$ cat src/rtl/dynamics_limiter_module.sv
// Per-sample dynamics limiter: attack/hold/release gain stage followed by a hard clip at the threshold.
// Optional gain monitor ports (current_gain, gain_reducing) are enabled by defining LIMITER_GAIN_MONITOR_EN.
module dynamics_limiter_module #(
    parameter int unsigned WIDTH        = 12,
    parameter int unsigned GAIN_FRAC    = 8,
    parameter int unsigned GAIN_MIN     = 64,
    parameter int unsigned ATTACK_STEP  = 16,
    parameter int unsigned RELEASE_STEP = 1,
    parameter int unsigned HOLD_SAMPLES = 4
) (
    input  logic                    clock,
    input  logic                    reset,
    input  logic                    start,
    input  logic signed [WIDTH-1:0] incoming_sample,
    input  logic [1:0]              limiting_amount,
    input  logic                    enable,
    output logic signed [WIDTH-1:0] modified_sample,
    output logic                    done
`ifdef LIMITER_GAIN_MONITOR_EN
    ,
    output logic [GAIN_FRAC:0]      current_gain,
    output logic                    gain_reducing
`endif
);

    localparam int unsigned GW = GAIN_FRAC + 1;
    localparam int unsigned PW = WIDTH + GAIN_FRAC + 1;
    localparam int unsigned HW = $clog2(HOLD_SAMPLES + 1);
    localparam int unsigned FS = 1 << (WIDTH - 1);
    localparam int unsigned T1 = (FS * 58) >> 6;
    localparam int unsigned T2 = (FS * 3) >> 2;
    localparam int unsigned T3 = FS >> 1;

    localparam logic [GW-1:0] UNITY  = GW'(1 << GAIN_FRAC);
    localparam logic [GW-1:0] MIN_V  = GW'(GAIN_MIN);
    localparam logic [GW-1:0] ATK_V  = GW'(ATTACK_STEP);
    localparam logic [GW-1:0] REL_V  = GW'(RELEASE_STEP);
    localparam logic [HW-1:0] HOLD_V = HW'(HOLD_SAMPLES);

    localparam logic [1:0] IDLE  = 2'd0;
    localparam logic [1:0] MULT  = 2'd1;
    localparam logic [1:0] APPLY = 2'd2;

    logic [1:0]              state, state_nxt;
    logic signed [WIDTH-1:0] x_q;
    logic                    en_q;
    logic [1:0]              amt_q;
    logic signed [WIDTH:0]   y_q;
    logic [GW-1:0]           gain;
    logic [HW-1:0]           hold_q;

    logic signed [PW-1:0]    prod;
    logic signed [WIDTH:0]   y_c;
    logic signed [WIDTH:0]   thr;
    logic signed [WIDTH:0]   mag;
    logic                    bypass;
    logic                    overshoot;
    logic signed [WIDTH-1:0] out_c;
    logic [GW-1:0]           gain_nxt;
    logic [HW-1:0]           hold_nxt;

    always_ff @(posedge clock or posedge reset) begin
        if (reset) state <= IDLE;
        else       state <= state_nxt;
    end

    always_comb begin
        state_nxt = state;
        case (state)
            IDLE:    if (start) state_nxt = MULT;
            MULT:    state_nxt = APPLY;
            APPLY:   state_nxt = IDLE;
            default: state_nxt = IDLE;
        endcase
    end

    // Gain is unsigned, so it is zero-extended before the signed multiply.
    always_comb begin
        prod = PW'(x_q) * PW'($signed({1'b0, gain}));
        y_c  = (WIDTH + 1)'(prod >>> GAIN_FRAC);
    end

    always_comb begin
        thr = '0;
        case (amt_q)
            2'b01:   thr = (WIDTH + 1)'(T1);
            2'b10:   thr = (WIDTH + 1)'(T2);
            2'b11:   thr = (WIDTH + 1)'(T3);
            default: thr = '0;
        endcase
    end

    // Output selection and gain/hold update for the APPLY cycle.
    always_comb begin
        bypass    = !en_q || (amt_q == 2'b00);
        mag       = y_q[WIDTH] ? -y_q : y_q;
        overshoot = mag > thr;
        gain_nxt  = gain;
        hold_nxt  = hold_q;

        if (bypass)          out_c = x_q;
        else if (y_q > thr)  out_c = WIDTH'(thr);
        else if (y_q < -thr) out_c = WIDTH'(-thr);
        else                 out_c = WIDTH'(y_q);

        if (bypass) begin
            gain_nxt = UNITY;
            hold_nxt = '0;
        end else if (overshoot) begin
            gain_nxt = (gain >= MIN_V + ATK_V) ? gain - ATK_V : MIN_V;
            hold_nxt = HOLD_V;
        end else if (hold_q != '0) begin
            hold_nxt = hold_q - HW'(1);
        end else begin
            gain_nxt = (gain >= UNITY - REL_V) ? UNITY : gain + REL_V;
        end
    end

    always_ff @(posedge clock or posedge reset) begin
        if (reset) begin
            x_q             <= '0;
            en_q            <= 1'b0;
            amt_q           <= 2'b00;
            y_q             <= '0;
            modified_sample <= '0;
            done            <= 1'b0;
            gain            <= UNITY;
            hold_q          <= '0;
        end else begin
            done <= 1'b0;
            case (state)
                IDLE: begin
                    if (start) begin
                        x_q   <= incoming_sample;
                        en_q  <= enable;
                        amt_q <= limiting_amount;
                    end
                end
                MULT: y_q <= y_c;
                APPLY: begin
                    modified_sample <= out_c;
                    gain            <= gain_nxt;
                    hold_q          <= hold_nxt;
                    done            <= 1'b1;
                end
                default: ;
            endcase
        end
    end

`ifdef LIMITER_GAIN_MONITOR_EN
    assign current_gain = gain;

    always_ff @(posedge clock or posedge reset) begin
        if (reset)              gain_reducing <= 1'b0;
        else if (state == APPLY) gain_reducing <= gain_nxt < UNITY;
    end
`endif

endmodule
$ cat config.mk
export PLATFORM = sky130hd
export DESIGN_NAME = dynamics_limiter_module
export DESIGN_NICKNAME = d
export VERILOG_FILES = /design/src/rtl/dynamics_limiter_module.sv
export SDC_FILE = /design/constraint.sdc
export NUM_CORES = 1
export LEC_CHECK = 0
export ABC_AREA = 0
export BUFFER_PORTS_ARGS = -buffer_cell sky130_fd_sc_hd__buf_4
export CORE_ASPECT_RATIO = 0.6
export CORE_MARGIN = 4
export CORE_UTILIZATION = 24
export DETAILED_ROUTE_END_ITERATION = 10
export HOLD_SLACK_MARGIN = 0.08
export SLEW_MARGIN = 0
export SYNTH_ARGS = -nofsm -noshare
export SYNTH_HDL_FRONTEND = slang
export SYNTH_SLANG_ARGS = --single-unit
export TNS_END_PERCENT = 50
$ cat constraint.sdc
create_clock -name clock -period 7.3 [get_ports clock]
set_input_delay 0.73 -clock clock [delete_from_list [all_inputs] [get_ports clock]]
set_output_delay 0.73 -clock clock [all_outputs]
set_load 0.02 [all_outputs]
## After elaboration in Yosys (flattened, before gate mapping)

Index checks and enable logic that the tools add are counted.
W data, S select, Z words.

- Word-level logic and storage cells: 52
- Output and inout port bits: 13
- Bits of input ports: 18
- Register bits: 55

- Multiplexer cells: 16
- Multiply operators: 1
- Equal/unequal tests: 7
- Reduce and logical (&&, ||, !) cells: 9
- Magnitude comparators: 5
- $add $sub $neg: 5

Operators with widths:

| kind | count |
|---|---|
| $mux W9 | 5 |
| $mux W12 | 3 |
| $pmux W11 S3 | 1 |
| $gt A13 B13 Y1 | 2 |
| $neg A13 Y13 | 2 |
| $mul A12 B10 Y21 | 1 |
| $lt A13 B13 Y1 | 1 |
| $mux W13 | 1 |
| $add A9 B1 Y9 const B | 1 |
| $ge A9 B7 Y1 const B | 1 |
| $ge A9 B8 Y1 const B | 1 |
| $mux W3 | 3 |
| $sub A9 B5 Y9 const B | 1 |
| $eq A2 B2 Y1 const B | 3 |
| $reduce_and A2 Y1 | 3 |
| $reduce_bool A3 Y1 | 2 |
| $eq A2 B1 Y1 const B | 2 |
| $logic_not A2 Y1 | 2 |
| $pmux W2 S2 | 1 |
| $ne A3 B3 Y1 const B | 1 |
| $sub A3 B1 Y3 const B | 1 |
| $mux W2 | 1 |
| $ne A2 B2 Y1 const B | 1 |
| $logic_not A1 Y1 | 1 |
| other kinds (2) | 2 |

## Logic depth before layout (Yosys ltp)

Gate-level depths: netlist of run 1.

- Word-level depth: 7
- Mapped depth: 21
- Gate-level depth less buffers: 20

## Least setup slack after synthesis of run 1

OpenSTA, ideal clock, no wires.

- Path kind: reg-to-reg
- Start point: reg gain[6]
- End point: reg y_q[5]
- Period minus slack after synthesis: 5460 ps
- Slack: 1840 ps
- Required time: 7167 ps
- Path buffers: 2
- Cell stages (with the launch flop): 22
- Data arrival time: 5327 ps
- Setup time: 133 ps
- Path through: dfrtp_1 > clkbuf_1 > clkbuf_1 > and2_1 > fa_1 > fa_1 > inv_1 > fa_1 > inv_1 > fa_1 > inv_1 > fa_1 > inv_1 > ha_1 > a21o_1 > a21o_1 > a21o_1 > or2_2 > a21o_1 > a21oi_1 > xor2_1 > o21ai_0

- Word-level cells in the longest chain between the ends: 1

Ends and longest elaborated chain:

| item | line | text |
|---|---|---|
| start, declared | 49 | `logic [GW-1:0] gain;` |
| start signal, assigned | 142 | `gain <= gain_nxt;` |
| $mul A12 B10 Y21 | 79 | `prod = PW'(x_q) * PW'($signed({1'b0, gain}));` |
| end signal, assigned | 139 | `MULT: y_q <= y_c;` |
| end, declared | 48 | `logic signed [WIDTH:0] y_q;` |

Every way passes these cells.
A chain may end at the register's enable or synchronous reset.

## Worst setup path after layout of run 1

- Start point: reg gain[6]
- End point: reg y_q[11]

Same word-level chain as after synthesis.

==> results.toml, run 1 <==
[sta]
hold_viol_final = 0
period_share = 0.812
setup_ws_ns = 1.37
finClkSkew_ns = 0.00460
setup_tns_ns = 0
rsz0062_at_grt = "no"
fin_crit_ns = 5.93
setup_violations = 0
slew-limit-headroom = 0.377
worstMarginPinSlew_ns = 0.935
max_freq_mhz = 169
slew_viol_final = 0
hold_slack_ns = 0.492

[flow_run]
maxCapViolations = 0

[drt]
route.detailed.drc = 0
routed-wl-met3_mm = 1.20
drtAntennaViolNets = 0
wl_mm = 17.1
vias = 5197
firstDrtPassIters = 4
wl_met2_mm = 6.76
top_layer_used = "met5"
drt-initial-drc-count = 475
m1WireLength_mm = 8.95
vias_per_cell = 4.36
wl_per_cell_um = 14.4

[floorplanning]
dieWidth_um = 231
rows = 48
initial_utilization = 0.246
core_mm2 = 0.0290
chipHeight_um = 142
pin_count = 31
die_area_mm2 = 0.0327

[cts]
clk_path_buf_depth = 2
clkLatencyLatePin_ns = 0.30
htree_num_levels = 2
cts_made_buffers = 5
cts_tree = "done"
hold_buffers = 0
post_cts_buffers = 0
clock_sinks = 55
cts_root_buf = "clkbuf_16"
cts_resized = 0
clkTransAtPathRegs_ns = 0.08

[synth]
synth_common_cells = "143 x inv_1, 90 x fa_1, 90 x nand2_1, 72 x ha_1, 57 x and2_1"
synth.net_count = 968
yosysMostFrequentCell = "inv_1"
ys_types = 59
synth-async-reset-ratio = 1.00
synth_edf_count = 0
postSynthCellCount = 788
yosys.area.top_type = "fa_1"
ys_seq_area_frac = 0.193
yosys_most_used_dff = "dfrtp_1"
synth_seq_cells = 55
synth-simple-area-share = 0.165
synth_xor_area_frac = 0.0331
synth_fa_ha_area_frac = 0.378
yosysWarningCount = 0
synth_top_family_by_area = "adder cells"
yosysTopAreaCellShare = 0.252
muxShareOfSynthArea = 0.0310
synthesis.area_mm2 = 0.00715
synth_area_leaders = "fa_1 25%, dfrtp_1 19%, ha_1 13%, inv_1 7.5%, and2_1 5.0%"
synth_compound_area_frac = 0.105
avgSynthCellArea_um2 = 9.07

[cells_and_area]
area_delta_synth_final_pct = 11.1
nets = 972
drive_gt1_frac = 0.0946
n_antenna_cell = 0

[grt]
grt_overflow = 0
grtUsageTotal = 0.109
grt_pass1_wl_mm = 28.7
grt_max_degree = 56
grt_pass1_vias = 5153
antenna_found_initial = 1

[power_and_ir_drop]
p_sw_mw = 1.73
pwr-share-clk = 0.089
swShare = 0.516
power_density_mw_per_mm2 = 421
p_int_mw = 1.62
combPwrFrac = 0.711
p_leak_nw = 3.93
p_seq_frac = 0.200
total_power_mw = 3.34
ir_drop_mv = 0.172

[place]
gp_congestion = 0.810
dp_hpwl_mm = 14.0
dp_worst_setup_slack_ns = 1.39
portBuffers = 30

[critical_path]
rr_startpoint = "gain[6]$_DFFE_PP0P_"
cp_data_required_time_ns = 7.45
startpoint_type = "register"
cp.arrival_ns = 6.08
cpMostUsedCell = "fa_1"
critPathKind = "reg2reg"
path_max_fanout = 20
cpPeakStageDelay_ns = 0.63
crit_chain = "and2_1 > fa_1 > fa_1 > inv_1 > fa_1 > inv_1 > fa_1 > inv_1 > fa_1 > inv_1 > ha_1 > a21o_1 > a21o_1 > a21o_1 > o21ai_0 > a21oi_1 > a311oi_1 > xor2_1 > o21ai_0"
critical_path.startpoint = "gain[6]$_DFFE_PP0P_"
slowest_stage = "dfrtp_1"
worst-r2r-setup-slack_ns = 1.37
end_kind = "register"
critPathBufInv = 4
crit_family = "adder cells"

[min_path]
hp-class = "reg2reg"
min_from = "modified_sample[7]$_DFFE_PP0P_"

[outcome]
status = "finished clean"
layout by cell type, fill, tap and decap left out, types with 12 or more instances in the layout:
cell,Yosys,routed
xnor2_1,18,18
dfrtp_1,54,54
nor2_1,21,21
buf_4,0,34
o21ai_0,38,38
nand3_1,12,12
nand2_1,90,90
ha_1,72,72
a21oi_1,18,18
and2_1,57,57
mux2_2,13,13
inv_1,143,142
fa_1,90,90
per-stage QoR:
stage	cell area, um^2	utilization	std cells
2_1_floorplan	7150	-	788
3_3_place_gp	7760	0.267	1185
3_5_place_dp	7760	0.267	1185
4_1_cts	7940	0.274	1193
5_1_grt	7940	0.274	1193
6_report	7940	0.274	1193
sequential cells by signal (all words and copies together) (netlist names):
register	cells
y_q	13
modified_sample	12
x_q	12
gain	9
hold_q	3
amt_q	2
state	2
done	1
en_q	1
power by group through the flow:
stage,sequential (mW),combinational [mW],clock (mW)
after floorplan,0.542,1.94,0
after global placement,0.667,2.36,0
after detailed placement,0.670,2.38,0
after CTS,0.665,2.40,0.300
after global routing,0.697,2.76,0.312
final,0.669,2.38,0.298
layout make-up:
type | count | area [um^2]
multi-input combinational | 553 | 5090
tap | 400 | 500
timing repair buffer | 34 | 255
clock buffer | 6 | 139
sequential | 55 | 1380
fill | 3080 | 21100
clock inverter | 2 | 38.8
inverter | 143 | 537
logic make-up (layout without fill, tap and decap cells):
logic type | after synthesis | count (layout)
and+or+nand+nor | 232 | 232
AOI/OAI and AO/OA | 112 | 112
DFF | 55 | 55
xor gates and xnor gates | 27 | 27
muxes | 20 | 20
adders and majority gates | 162 | 162
buffers and inverters | 180 | 185
path summary, 6_finish.rpt:
check                                                  to  cells after the start
hold reg to reg            modified_sample[7]$_DFFE_PP0P_                      2
setup reg to reg                      y_q[11]$_DFFE_PP0N_                     19
hold / removal             modified_sample[7]$_DFFE_PP0P_                      2
setup / recovery                      y_q[11]$_DFFE_PP0N_                     19
min in group asynchronous  modified_sample[8]$_DFFE_PP0P_                      3
max in group asynchronous              x_q[4]$_DFFE_PP0P_                      3
routing by layer:
| layer | GRT usage | vias to the layer above |
|---|---|---|
| met1 | 0.175 | 2542 |
| met5 | 0 | - |
| li1 | - | 2518 |
| met4 | 0.0212 | 2 |
| met2 | 0.148 | 122 |
| met3 | 0.0243 | 13 |
tightest hold or removal path, cell delays in order, from the launching register on:
cell and delay, ns:
dfrtp_1 0.35, nand2_1 0.05, o21ai_0 0.06
Power figures use the tool's default switching activity.
==> run 2: changes to the inputs <==
- ABC_AREA: 0 -> 1
- clock period: 7.3 -> 5.6 ns (I/O delays scaled with it)
==> results.toml, run 2 <==
[floorplanning]
core_mm2 = 0.0316
initial_utilization = 0.247
die_area_mm2 = 0.0356
dieWidth_um = 241
pin_count = 31
rows = 50
chipHeight_um = 148

[cells_and_area]
nets = 1264
design_area_mm2 = 0.00878
final_common_cell = "nand2_1"
reg_top3 = "y_q x13, modified_sample x12, x_q x12"
area_delta_synth_final_pct = 12.5
layout_common_cells = "275 x nand2_1, 237 x inv_1, 89 x fa_1, 71 x ha_1, 65 x nor2_1"
n_antenna_cell = 0
largest_reg_flops = 13
drive_gt1_frac = 0.0903
fin_util = 0.278
n_fill_cell = 3441
instances_no_fill = 1501
largest-register = "y_q"

[grt]
grt_pass1_wl_mm = 37.6
grt_max_degree = 56
grtUsageTotal = 0.135
grt_pass1_vias = 6544
grt_overflow = 0
antenna_found_initial = 0

[synth]
synth_fa_ha_area_frac = 0.346
synthesis.area_mm2 = 0.00781
synth.net_count = 1240
synth_seq_cells = 55
synth_compound_area_frac = 0.0845
muxShareOfSynthArea = 0
yosys.area.top_type = "fa_1"
synth_common_cells = "275 x nand2_1, 238 x inv_1, 90 x fa_1, 72 x ha_1, 65 x nor2_1"
ys_seq_area_frac = 0.176
yosys_most_used_dff = "dfrtp_1"
yosysTopAreaCellShare = 0.231
synth_area_leaders = "fa_1 23%, dfrtp_1 17%, nand2_1 13%, ha_1 12%, inv_1 11%"
synth-async-reset-ratio = 1.00
avgSynthCellArea_um2 = 7.36
synth-simple-area-share = 0.233
ys_types = 47
postSynthCellCount = 1060
synth_edf_count = 0
synth_top_family_by_area = "adder cells"
synth_xor_area_frac = 0.0224
yosysWarningCount = 0
yosysMostFrequentCell = "nand2_1"

[drt]
route.detailed.drc = 0
wl_met2_mm = 8.52
top_layer_used = "met4"
drt-initial-drc-count = 725
firstDrtPassIters = 5
m1WireLength_mm = 12.5
wl_per_cell_um = 15.3
routed-wl-met3_mm = 1.95
wl_mm = 23.0
vias = 6579
drtAntennaViolNets = 0
vias_per_cell = 4.38

[sta]
hold_viol_final = 0
slew-limit-headroom = 0.474
setup_ws_ns = 0.315
slew_viol_final = 0
rsz0062_at_grt = "no"
finClkSkew_ns = 0.0118
period_share = 0.944
setup_violations = 0
worstMarginPinSlew_ns = 0.789
hold_slack_ns = 0.441
fin_crit_ns = 5.29
setup_tns_ns = 0
max_freq_mhz = 189

[critical_path]
cpMostUsedCell = "fa_1"
startpoint_type = "register"
path_max_fanout = 8
crit_family = "adder cells"
slowest_stage = "dfrtp_1"
crit_chain = "buf_4 > nand2_1 > fa_1 > inv_1 > fa_1 > fa_1 > fa_1 > inv_1 > fa_1 > inv_1 > ha_1 > nand2_1 > nor2_1 > a211oi_1 > nand2_1 > xnor2_1 > o21ai_0"
cp_data_required_time_ns = 5.78
critPathBufInv = 4
cp.arrival_ns = 5.47
critPathKind = "reg2reg"
cpPeakStageDelay_ns = 0.60
end_kind = "register"

[place]
dp_worst_setup_slack_ns = 0.255
dpl-instance-area_mm2 = 0.00857
dpl.cell_count = 1493
dp_hpwl_mm = 19.3
gp_congestion = 0.907
portBuffers = 30

[cts]
clkTransAtPathRegs_ns = 0.08
hold_buffers = 0
cts_root_buf = "clkbuf_16"
clock_sinks = 55
clkLatencyLatePin_ns = 0.31
clk_path_buf_depth = 2
post_cts_buffers = 0
htree_num_levels = 2
cts_tree = "done"
cts_made_buffers = 5

[min_path]
hp-class = "in2reg"

[flow_run]
maxCapViolations = 0

[outcome]
status = "finished clean"

[power_and_ir_drop]
p_leak_nw = 4.93
total_power_mw = 4.08
power_density_mw_per_mm2 = 464
ir_drop_mv = 0.165
## run 2: changes by cell type after synthesis, moves of 7 or more
cell	delta
nand2b_1	-8
nor2_1	+44
mux2_2	-13
nand2_1	+185
and2_1	-57
nor3_1	-7
xnor2_1	-8
inv_1	+95
clkbuf_1	-8
nand3_1	+31
a21oi_1	+35
## run 2: area by class of cell
| cell class | count | area, um^2 | area share |
|---|---|---|---|
| clock buffers | 6 | 129 | 0.0147 |
| multi-input cells | 725 | 5370 | 0.611 |
| well taps | 416 | 520 | 0.0593 |
| inverters | 243 | 915 | 0.104 |
| flip-flops and latches | 55 | 1380 | 0.157 |
| clock inverters | 2 | 60.1 | 0.00684 |
| repair buffers | 54 | 405 | 0.0462 |
## run 2: report_power, final
group	total, mW	switching, mW	internal, mW
combinational	2.90	1.85	1.05
clock	0.422	0.165	0.257
sequential	0.757	0.225	0.532
## run 2: worst reg2reg max path: stages, from the launching register on
cell      delay, ns
dfrtp_1        0.60
buf_4          0.22
nand2_1        0.08
fa_1           0.54
inv_1          0.05
fa_1           0.50
fa_1           0.53
fa_1           0.60
inv_1          0.07
fa_1           0.50
inv_1          0.04
ha_1           0.35
nand2_1        0.20
nor2_1         0.09
a211oi_1       0.24
nand2_1        0.19
xnor2_1        0.24
o21ai_0        0.11
## run 2: final timing paths
kind | to | slack [ns] | cells after the start | from
max | y_q[6]$_DFFE_PP0N_ | 0.31 | 17 | x_q[7]$_DFFE_PP0P_
min | x_q[10]$_DFFE_PP0P_ | 0.44 | 3 | incoming_sample[10]
max reg2reg | y_q[6]$_DFFE_PP0N_ | 0.31 | 17 | x_q[7]$_DFFE_PP0P_
min reg2reg | hold_q[1]$_DFFE_PP0P_ | 0.48 | 2 | hold_q[1]$_DFFE_PP0P_
max in group asynchronous | gain[6]$_DFFE_PP0P_ | 4.55 | 3 | reset
min in group asynchronous | y_q[9]$_DFFE_PP0N_ | 0.48 | 3 | reset
## run 2: kinds of logic after synthesis
group,count (synthesis)
compound gates,117
xor+xnor,20
fa+ha+maj,162
buf+inv,280
flops,55
simple gates,426
## run 2: repair_timing
| item | CTS | global route |
|---|---|---|
| hold endpoints to repair | 0 | 0 |
| resized for setup | 0 | 9 |
| setup endpoints to repair | 0 | 5 |
## run 2: routing by layer
metal | track usage | vias to the layer above
met5 | 0 | -
met4 | 0.00889 | 0
met3 | 0.0453 | 6
met2 | 0.171 | 188
met1 | 0.224 | 3138
li1 | - | 3247
